### config.mk
export PLATFORM = sky130hd
export DESIGN_NAME = trdb_stream_arbiter
export DESIGN_NICKNAME = d
export VERILOG_FILES = /design/src/rtl/trdb_pkg.sv /design/src/rtl/trdb_rr_arbiter.sv /design/src/rtl/trdb_stream_arbiter.sv
export SDC_FILE = /design/constraint.sdc
export NUM_CORES = 1
export LEC_CHECK = 0
export BUFFER_PORTS_ARGS = -buffer_cell sky130_fd_sc_hd__buf_2
export CAP_MARGIN = 20
export CORE_UTILIZATION = 45
export DETAILED_ROUTE_END_ITERATION = 10
export HOLD_SLACK_MARGIN = 0.1
export PLACE_DENSITY = 0.88
export SLEW_MARGIN = 20
export SYNTH_ARGS = -nofsm -noshare
export SYNTH_HDL_FRONTEND = slang
export SYNTH_SLANG_ARGS = --single-unit
### constraint.sdc
create_clock -name clk_i -period 4.55 [get_ports clk_i]
set_input_delay 0.91 -clock clk_i [delete_from_list [all_inputs] [get_ports clk_i]]
set_output_delay 0.91 -clock clk_i [all_outputs]
set_load 0.02 [all_outputs]
### src/rtl/trdb_pkg.sv
// Shared types and default sizing for the trace stream arbiter.
package trdb_pkg;

    typedef enum logic [1:0] {
        IDLE  = 2'd0,
        BURST = 2'd1,
        DRAIN = 2'd2
    } trdb_arb_state_t;

    localparam int unsigned TRDB_NUM_SRC   = 4;
    localparam int unsigned TRDB_BURST_MAX = 8;
    localparam int unsigned TRDB_XLEN      = 32;

    // Index width for n sources, never narrower than one bit.
    function automatic int unsigned trdb_idx_w(input int unsigned n);
        return (n > 1) ? $clog2(n) : 1;
    endfunction

endpackage

### src/rtl/trdb_rr_arbiter.sv
// Combinational round-robin picker: first request after the last grant, wrapping,
// with the last grant itself searched last.
module trdb_rr_arbiter
    import trdb_pkg::*;
#(
    parameter  int unsigned NUM_SRC = TRDB_NUM_SRC,
    localparam int unsigned IW      = trdb_idx_w(NUM_SRC)
) (
    input  logic [NUM_SRC-1:0] req,
    input  logic [IW-1:0]      last,
    output logic [IW-1:0]      winner,
    output logic               any
);

    int unsigned idx;
    logic        found;

    always_comb begin
        winner = '0;
        found  = 1'b0;
        idx    = 0;
        for (int unsigned k = 1; k <= NUM_SRC; k++) begin
            idx = (32'(last) + k) % NUM_SRC;
            if (!found && req[IW'(idx)]) begin
                found  = 1'b1;
                winner = IW'(idx);
            end
        end
    end

    assign any = |req;

endmodule

### src/rtl/trdb_stream_arbiter.sv
// Merges several trace encoder word streams into one sink, granting each source
// a burst of up to BURST_MAX words in round-robin order.
module trdb_stream_arbiter
    import trdb_pkg::*;
#(
    parameter  int unsigned NUM_SRC   = TRDB_NUM_SRC,
    parameter  int unsigned BURST_MAX = TRDB_BURST_MAX,
    parameter  int unsigned XLEN      = TRDB_XLEN,
    localparam int unsigned IW        = trdb_idx_w(NUM_SRC)
) (
    input  logic                          clk_i,
    input  logic                          rst_i,
    input  logic                          enable_i,
    input  logic [NUM_SRC-1:0]            src_valid_i,
    input  logic [NUM_SRC-1:0][XLEN-1:0]  src_word_i,
    output logic [NUM_SRC-1:0]            src_ready_o,
    output logic [XLEN-1:0]               word_o,
    output logic [IW-1:0]                 src_id_o,
    output logic                          valid_o,
    input  logic                          ready_i,
    output logic                          idle_o
);

    localparam int unsigned CW = $clog2(BURST_MAX + 1);

    trdb_arb_state_t state_q, state_d;
    logic [IW-1:0]   cur_src_q, cur_src_d;
    logic [IW-1:0]   last_src_q, last_src_d;
    logic [CW-1:0]   burst_cnt_q, burst_cnt_d;
    logic [XLEN-1:0] word_d;
    logic [IW-1:0]   src_id_d;
    logic            valid_d;

    logic            slot_free;
    logic            grant_ok;
    logic            xfer;
    logic            burst_last;
    logic [IW-1:0]   rr_winner;
    logic            rr_any;

    trdb_rr_arbiter #(
        .NUM_SRC (NUM_SRC)
    ) u_rr (
        .req    (src_valid_i),
        .last   (last_src_q),
        .winner (rr_winner),
        .any    (rr_any)
    );

    assign slot_free  = !valid_o || ready_i;
    assign grant_ok   = (state_q == BURST) && enable_i && slot_free;
    assign xfer       = grant_ok && src_valid_i[cur_src_q];
    assign burst_last = (burst_cnt_q == CW'(BURST_MAX - 1));
    assign idle_o     = (state_q == IDLE) && !valid_o;

    // Only the granted source sees ready; reset masks it immediately.
    always_comb begin
        src_ready_o = '0;
        if (grant_ok && !rst_i) begin
            src_ready_o[cur_src_q] = 1'b1;
        end
    end

    always_comb begin
        state_d     = state_q;
        cur_src_d   = cur_src_q;
        last_src_d  = last_src_q;
        burst_cnt_d = burst_cnt_q;
        word_d      = word_o;
        src_id_d    = src_id_o;
        valid_d     = valid_o;

        if (xfer) begin
            word_d      = src_word_i[cur_src_q];
            src_id_d    = cur_src_q;
            valid_d     = 1'b1;
            burst_cnt_d = burst_cnt_q + CW'(1);
        end else if (ready_i) begin
            valid_d = 1'b0;
        end

        case (state_q)
            IDLE: begin
                if (enable_i && rr_any) begin
                    cur_src_d   = rr_winner;
                    burst_cnt_d = '0;
                    state_d     = BURST;
                end
            end
            BURST: begin
                if (!enable_i) begin
                    state_d    = DRAIN;
                    last_src_d = cur_src_q;
                end else if (!src_valid_i[cur_src_q] || (xfer && burst_last)) begin
                    state_d    = IDLE;
                    last_src_d = cur_src_q;
                end
            end
            DRAIN: begin
                if (!valid_o || ready_i) begin
                    state_d = IDLE;
                end
            end
            default: state_d = IDLE;
        endcase
    end

    // last_src resets to the top index so the first search starts at source 0.
    always_ff @(posedge clk_i) begin
        if (rst_i) begin
            state_q     <= IDLE;
            cur_src_q   <= '0;
            last_src_q  <= IW'(NUM_SRC - 1);
            burst_cnt_q <= '0;
            word_o      <= '0;
            src_id_o    <= '0;
            valid_o     <= 1'b0;
        end else begin
            state_q     <= state_d;
            cur_src_q   <= cur_src_d;
            last_src_q  <= last_src_d;
            burst_cnt_q <= burst_cnt_d;
            word_o      <= word_d;
            src_id_o    <= src_id_d;
            valid_o     <= valid_d;
        end
    end

endmodule

==> results.cfg, run 1 <==
[synthesis]
syn_nets = 403
synth_area_leader_cell = dfxtp_1
yosys.area_share.simple = 0.178
synth_top_family_by_area = multiplexers
synth-xor-area-share = 0.0102
synth_common_cells = nand2_1, dfxtp_1, a21oi_1, mux4_2, nor2_1
synth_fa_ha_area_frac = 0.00485
synthCells = 266
ys_async_sr_fraction = 0
yosys_register_bits = 45
synth_compound_area_frac = 0.118
yosysWarningCount = 0
yosysUniqueCellTypes = 36
synth_edf_count = 0
yosysMostFrequentCell = nand2_1
ys_top_cells_by_area = dfxtp_1, mux4_2, nand2_1
avgSynthCellArea_sq_um = 9.70
dominantRegCellSynth = dfxtp_1
syn_area_sq_um = 2580
synthMuxAreaShare = 0.288
synth.yosys.seq_area_share = 0.349
yosysTopAreaCellShare = 0.349

[cells_and_area]
nNetsFinal = 565
stdcell_area_sq_um = 3560
area_growth_pct = 38.0
diodes = 0
layout-drive-gt1-share = 0.517

[die]
core_sq_um = 5510
row_count = 27
die_x_microns = 77.7
die_h_microns = 77.7
start_util = 0.469
die-area_sq_um = 6040
ios = 176

[routing]
wl_per_cell_microns = 14.5
viasPerCell = 5.39
first_pass_iters = 4
ant_nets = 0
drt_iter0_markers = 70
drc = 0
num_vias = 2698
wl_mm = 7.26

[run_status]
run_status = complete, no violations

[timing]
fin_crit_sh = 0.614
setup_viol = 0
slew_headroom = 0.364
clock_skew_ns = 0.00426
hold_viol_final = 0
max_freq_ghz = 0.358
maxSlewViolCount = 0
finalSetupTns_ns = 0
fin_crit_ns = 2.79
worst_pin_slew_ns = 0.954
rsz0062_at_grt = false

[global_route]
grt_pass1_wl_mm = 11.3
antenna_found_initial = 0
grt_start_max_net_pins = 47
track_usage = 0.237
gr-total-overflow = 0
grt_pass1_vias = 2527

[critical_path]
crit_type = primary input to output port
end_kind = output port
required_ns = 3.64
path_max_fanout = 46
cp-start-kind = primary input
worstPathArrival_ns = 1.88

[clocking]
htreeDepth = 2
hold_buffers = 0
clock-root-buffer = clkbuf_8
cts_resized = 0
clkTransAtPathRegs_ns = 0.08
clk_path_buf_depth = 2
insertion_delay_ns = 0.30
cts_buffers = 5
cts_sinks = 45
cts_tree = done
postCtsSetupRepairBufs = 0

[pwr]
peakVddDrop_mv = 0.194
powerDensity_nw_per_um2 = 274
p_leak_nw = 1.58

[place]
gp_congestion = 0.764
post_dp_cell_area_sq_um = 3440
hpwl_mm = 5.52
portBuffers = 175

[hold_path]
hp-class = flop to flop

[run]
maxCapViolCount = 0
## critical path, stage by stage
cell and delay, ns:
buf_2 0.34, nor4b_1 0.38, buf_2 0.22
## layout by cell type, fill, tap and decap left out, types with 2 or more instances in the layout
cell type  count
a211o_1        2
a21oi_1       37
a311oi_1       2
and3_1         2
buf_2        175
buf_4          2
clkbuf_8       6
dfxtp_1       43
dfxtp_2        2
inv_1          3
mux4_2        33
nand2_1       75
nand2b_1       3
nand4_1        2
nor2_1        12
nor4_1         2
nor4b_1        3
o21a_1         2
o21ai_0        3
o221ai_1       2
o22ai_1        2
xor2_1         2
## flip-flops by register name, summed over array words and instances, names as in the netlist
register     cells
last_src_q       2
src_id_o         2
word_o          32
burst_cnt_q      4
valid_o          1
state_q          2
cur_src_q        2
## cell families after synthesis
family	Yosys count
XOR/XNOR	3
multiplexers	33
flip-flops	45
AND/OR/NAND/NOR	106
buffers and inverters	25
AO/OA/AOI/OAI	53
adder cells (fa/ha/maj)	1
## metrics by stage
| stage | std cells | util | hold WS (ns) | setup WS (ns) | power (mW) |
|---|---|---|---|---|---|
| after global placement | 493 | 0.625 | 0.440 | 1.78 | 0.665 |
| after CTS | 501 | 0.647 | 0.455 | 1.76 | 0.983 |
| after floorplan | 266 | - | 0.446 | 1.55 | 0.586 |
| final | 501 | 0.647 | 0.452 | 1.76 | 0.974 |
| after detailed placement | 493 | 0.625 | 0.444 | 1.77 | 0.673 |
| after global routing | 501 | 0.647 | 0.471 | 1.66 | 1.02 |
## path summary, 6_finish.rpt
check,from,endpoint,slack (ns),cells past startpoint
max,rst_i,src_ready_o[2],1.76,3
min,word_o[17],word_o[17],0.45,2
max reg2reg,cur_src_q[1],word_o[5],1.95,5
min reg2reg,word_o[17],word_o[17],0.45,2
## layer usage
| layer | routed length (microns) | part of all wire | GRT usage | vias up |
|---|---|---|---|---|
| li1 | - | - | - | 1292 |
| met1 | 2740 | 0.38 | 0.262 | 1283 |
| met2 | 3940 | 0.54 | 0.439 | 103 |
| met3 | 424 | 0.058 | 0.0506 | 20 |
| met4 | 156 | 0.021 | 0.0943 | 0 |
| met5 | 0 | 0 | 0 | - |
## report_power, final
part | total (mW) | switching (mW) | internal (mW)
clock | 0.312 | 0.134 | 0.179
sequential | 0.436 | 0.0286 | 0.407
combinational | 0.226 | 0.0920 | 0.134
total | 0.974 | 0.254 | 0.720
## layout make-up
type                       count  area, sq um
fill                         484         1940
timing repair buffer         177          891
sequential                    45          903
clock inverter                 2         37.5
inverter                       3         11.3
multi-input combinational    196         1550
tap                           72         90.1
clock buffer                   6         82.6
Power figures use the tool's default switching activity.
==> inputs of run 2 (changes only) <==
ABC_AREA = 1   (was unset)
CORE_UTILIZATION = 40   (was 45)
PLACE_DENSITY = 0.8   (was 0.88)
clock period = 2.4 ns   (was 4.55 ns; I/O delays follow)
==> run 2 against run 1 <==
Final area rose by 9.0%. Core utilization fell by 8.5 points. Clock-buffer cell count stayed put. Non-clock buffer count grew 7. Sequential share of layout area down 2.1 points. Combinational power rose to 2.9 times the previous value. Worst hold slack improved by 0.016 ns. Critical endpoint unchanged.
==> results.cfg, run 2 <==
[cells_and_area]
diodes = 0
layout-drive-gt1-share = 0.326
layout_common_cells = buf_2, nand2_1, nand3_1, dfxtp_1, a21oi_1
fin_cells = 721
area_growth_pct = 33.2
nNetsFinal = 761
stdcell_area_sq_um = 3880
max_flop_register = word_o
largest_reg_flops = 32
final_common_cell = buf_2
top_regs = word_o x32, burst_cnt_q x4

[critical_path]
worstPathArrival_ns = 1.71
required_ns = 1.92
path_max_fanout = 6
crit_path_end = src_ready_o[2]
crit_type = flop to output port
rr_worst_depth = 8
crit_start = state_q[0]
r2r_slack_ns = 0.42
r2r_start = cur_src_q[1]
end_kind = output port
cp-start-kind = flop
worstReg2RegEnd = word_o[19]

[timing]
fin_crit_ns = 2.19
slew_headroom = 0.725
max_freq_ghz = 0.456
holdWs_ns = 0.467
worst_pin_slew_ns = 0.413
fin_crit_sh = 0.913
rsz0062_at_grt = false
clock_skew_ns = 0.0162
maxSlewViolCount = 0
hold_viol_final = 0
finalSetupTns_ns = 0
setup_viol = 0

[routing]
num_vias = 3899
wl_per_cell_microns = 13.4
drc = 0
ant_nets = 0
drt_iter0_markers = 181
viasPerCell = 5.41
wl_mm = 9.68
first_pass_iters = 5

[clocking]
clock-root-buffer = clkbuf_8
cts_resized = 0
cts_tree = done
postCtsSetupRepairBufs = 0
clkTransAtPathRegs_ns = 0.09
hold_buffers = 0
cts_sinks = 45
insertion_delay_ns = 0.29
cts_buffers = 5
clk_path_buf_depth = 2
htreeDepth = 2

[synthesis]
yosysMostFrequentCell = nand2_1
syn_nets = 608
yosysUniqueCellTypes = 24
synth_common_cells = nand2_1, nand3_1, dfxtp_1, a21oi_1, nand4_1
synth_edf_count = 0
synth_area_leader_cell = dfxtp_1
ys_top_cells_by_area = dfxtp_1, nand3_1, nand2_1
syn_area_sq_um = 2910
synthCells = 471
dominantRegCellSynth = dfxtp_1
yosysWarningCount = 0
yosys_register_bits = 45
ys_async_sr_fraction = 0
synth.yosys.seq_area_share = 0.309
yosysTopAreaCellShare = 0.309
avgSynthCellArea_sq_um = 6.19

[global_route]
grt_pass1_wl_mm = 15.8
gr-total-overflow = 0
grt_start_max_net_pins = 41
antenna_found_initial = 0
grt_pass1_vias = 3665
track_usage = 0.260

[place]
post_dp_cell_area_sq_um = 3780
hpwl_mm = 7.22
gp_congestion = 0.856
dp.cells = 713
portBuffers = 175

[die]
start_util = 0.422
die_h_microns = 87.4
die-area_sq_um = 7630
core_sq_um = 6910
ios = 176
row_count = 30
die_x_microns = 87.4

[pwr]
p_leak_nw = 1.90
peakVddDrop_mv = 0.231
powerDensity_nw_per_um2 = 507
finalPower_mw = 1.97

[hold_path]
hp-class = flop to flop

[run_status]
run_status = complete, no violations

[run]
maxCapViolCount = 0
-- run 2: cell count changes in the layout (fill, tap and decap cells not counted), moves of 4 or more --
cell	before	now
nand3_1	1	116
nand2_1	75	146
nand4_1	2	36
mux4_2	33	0
inv_1	3	15
buf_4	2	9
inv_2	0	4
-- run 2: worst min path at each step --
stage / cells past startpoint / slack, ns / from / endpoint
CTS: 2 / 0.47 / word_o[5] / word_o[5]
finish: 2 / 0.47 / word_o[5] / word_o[5]
detailed placement: 2 / 0.45 / word_o[5] / word_o[5]
global route: 2 / 0.49 / word_o[2] / word_o[2]
floorplan: 1 / 0.47 / burst_cnt_q[1] / burst_cnt_q[1]
global placement: 2 / 0.45 / word_o[22] / word_o[22]
-- run 2: cells by family (layout without fill, tap and decap cells) --
logic type / after synthesis / after routing / synth area share
AO/OA/AOI/OAI: 45 / 45 / 0.0799
flip-flops: 45 / 45 / 0.309
adder cells (fa/ha/maj): 1 / 1 / 0.00429
buffers and inverters: 58 / 212 / 0.0936
AND/OR/NAND/NOR: 320 / 320 / 0.507
XOR/XNOR: 2 / 2 / 0.00601
-- run 2: layer usage --
metal | share of wire | track usage | routed length [microns]
met1 | 0.43 | 0.308 | 4140
met2 | 0.49 | 0.475 | 4740
met3 | 0.067 | 0.0464 | 653
met4 | 0.014 | 0.0775 | 140
met5 | 0 | 0 | 0
-- run 2: per-stage QoR --
stage / setup slack (ns) / util
2_1_floorplan: 0.514 / -
3_3_place_gp: 0.461 / 0.548
3_5_place_dp: 0.412 / 0.548
6_report: 0.208 / 0.562
4_1_cts: 0.204 / 0.562
5_1_grt: 0.0590 / 0.562
-- run 2: power by group --
| group | internal [mW] | switching, mW |
|---|---|---|
| Clock | 0.234 | 0.254 |
| Combinational | 0.245 | 0.417 |
| Sequential | 0.778 | 0.0388 |
-- run 2: critical path, stage by stage (launching register included) --
cell and delay, ns:
dfxtp_1 0.34, inv_2 0.06, nor2_4 0.13, nand2_1 0.07, nor2_1 0.29, nand2_1 0.17
nor3_1 0.17, buf_2 0.19
-- run 2: layout make-up --
cell class / count / area, sq um
Clock inverter: 2 / 13.8
Inverter: 20 / 77.6
Timing Repair Buffer: 184 / 943
Multi-Input combinational cell: 368 / 1740
Sequential cell: 45 / 903
Tap cell: 96 / 120
Clock buffer: 6 / 82.6
Fill cell: 718 / 3030
==> inputs of run 3 (changes only) <==
SYNTH_HIERARCHICAL = 1   (was unset)
==> run 3 against run 2 <==
Fmax grew 13%. Synthesized cell count down 1.7%. Sequential share of layout area is 0.46 points lower. Clock power rose by 12%. First-iteration DRC count fell by 2.8%. Die area down 0.63%. Clock skew fell by 0.0099 ns. Setup slack gained 0.25 ns. Largest cell class unchanged. Largest power group unchanged. Highest routed layer unchanged.
==> results.cfg, run 3 <==
[cells_and_area]
layout_common_cells = buf_2, nand2_1, nand3_1, dfxtp_1, a21oi_1
max_flop_register = word_o
nNetsFinal = 761
stdcell_area_sq_um = 3950
top_regs = word_o x32, burst_cnt_q x4
multiInputGateArea_sq_um = 1760
diodes = 0
final_common_cell = buf_2
largest_reg_flops = 32
layout-drive-gt1-share = 0.351
fin_cells = 720
fillers = 742
fin_util = 0.572
area_growth_pct = 36.4
register_area_sq_um = 901

[die]
row_count = 30
ios = 176
die-area_sq_um = 7580
start_util = 0.419
die_x_microns = 87.1
die_h_microns = 87.1
core_sq_um = 6910

[synthesis]
syn_nets = 600
synth_common_cells = nand2_1, nand3_1, dfxtp_1, a21oi_1, nand4_1
synth_edf_count = 0
synthCells = 463
dominantRegCellSynth = dfxtp_1
synth_area_leader_cell = dfxtp_1
ys_async_sr_fraction = 0
yosysTopAreaCellShare = 0.311
synth.yosys.seq_area_share = 0.311
yosys_register_bits = 45
yosysUniqueCellTypes = 25
yosysMostFrequentCell = nand2_1
ys_top_cells_by_area = dfxtp_1, nand2_1, nand3_1
yosysWarningCount = 6
avgSynthCellArea_sq_um = 6.25
syn_area_sq_um = 2900

[timing]
worst_pin_slew_ns = 0.450
finalSetupTns_ns = 0
slew_headroom = 0.700
fin_crit_sh = 0.808
clock_skew_ns = 0.00622
max_freq_ghz = 0.516
maxSlewViolCount = 0
fin_crit_ns = 1.94
setup_viol = 0
rsz0062_at_grt = false
holdWs_ns = 0.466
hold_viol_final = 0
worst_slack_ns = 0.462

[global_route]
antenna_found_initial = 0
grt_pass1_vias = 3349
gr-total-overflow = 0
grt_pass1_wl_mm = 14.7
grt_start_max_net_pins = 38
track_usage = 0.244

[critical_path]
crit_type = flop to output port
crit_start = cur_src_q[1]
worstReg2RegEnd = word_o[18]
r2r_start = cur_src_q[1]
worstPathArrival_ns = 1.46
r2r_slack_ns = 0.59
cp-start-kind = flop
rr_worst_depth = 7
required_ns = 1.92
path_max_fanout = 19
crit_path_end = src_ready_o[2]
end_kind = output port

[routing]
num_vias = 3780
wl_per_cell_microns = 13.5
wl_mm = 9.70
drc = 0
first_pass_iters = 5
drt_iter0_markers = 176
ant_nets = 0
viasPerCell = 5.25

[place]
post_dp_cell_area_sq_um = 3840
portBuffers = 175
hpwl_mm = 7.23
place_ws_ns = 0.591
dp.cells = 713
gp_congestion = 0.807

[clocking]
hold_buffers = 0
cts_tree = done
clock-root-buffer = clkbuf_8
cts_resized = 0
cts_sinks = 45
cts_buffers = 5
htreeDepth = 2
clk_path_buf_depth = 2
clkTransAtPathRegs_ns = 0.08
insertion_delay_ns = 0.29
postCtsSetupRepairBufs = 0

[pwr]
peakVddDrop_mv = 0.243
powerDensity_nw_per_um2 = 522
p_leak_nw = 1.93
finalPower_mw = 2.06

[run_status]
run_status = complete, no violations

[hold_path]
hp-class = flop to flop

[run]
maxCapViolCount = 0
## run 3: cell count changes in the layout (fill, tap and decap cells not counted), moves of 3 or more
cell and change:
nand3_1 -32, nand2_1 +16, nand2_2 +9, nor2_1 -5
nand2_4 +4, buf_4 +3, o21ai_0 +3
## run 3: power breakdown
group          switching, mW  internal [mW]
Combinational          0.436          0.270
Clock                  0.246          0.303
Sequential            0.0304          0.775
Total                  0.712           1.35
## run 3: worst min-delay path by stage
stage / end / depth (start not counted) / startpoint
global route: word_o[2] / 2 / word_o[2]
floorplan: last_src_q[0] / 2 / last_src_q[0]
CTS: word_o[15] / 2 / word_o[15]
detailed placement: word_o[15] / 2 / word_o[15]
finish: word_o[15] / 2 / word_o[15]
global placement: word_o[31] / 2 / word_o[31]
## run 3: area by class of cell
type	count	area share
Clock buffer	5	0.0174
Timing Repair Buffer	188	0.250
Multi-Input combinational cell	365	0.446
Sequential cell	45	0.228
Tap cell	96	0.0304
Clock inverter	2	0.00887
Inverter	19	0.0193
## run 3: cell families (layout without fill, tap and decap cells)
| kind of cell | after synthesis | after routing | share of synthesized area |
|---|---|---|---|
| compound gates | 45 | 45 | 0.0782 |
| xor+xnor | 3 | 3 | 0.00908 |
| simple gates | 316 | 316 | 0.513 |
| flops | 45 | 45 | 0.311 |
| buf+inv | 53 | 214 | 0.0847 |
| fa+ha+maj | 1 | 1 | 0.00432 |
## run 3: routing by layer
| layer | global-route usage | wire, microns | vias to the layer above |
|---|---|---|---|
| met5 | 0 | 0 | - |
| li1 | - | - | 1873 |
| met4 | 0.0742 | 53 | 0 |
| met1 | 0.267 | 3950 | 1734 |
| met3 | 0.0408 | 676 | 6 |
| met2 | 0.474 | 5030 | 167 |
## run 3: worst max-delay path, cell delays in order (launching register included)
cell and delay [ns]:
dfxtp_1 0.51, inv_2 0.23, nor3_1 0.22, buf_2 0.20
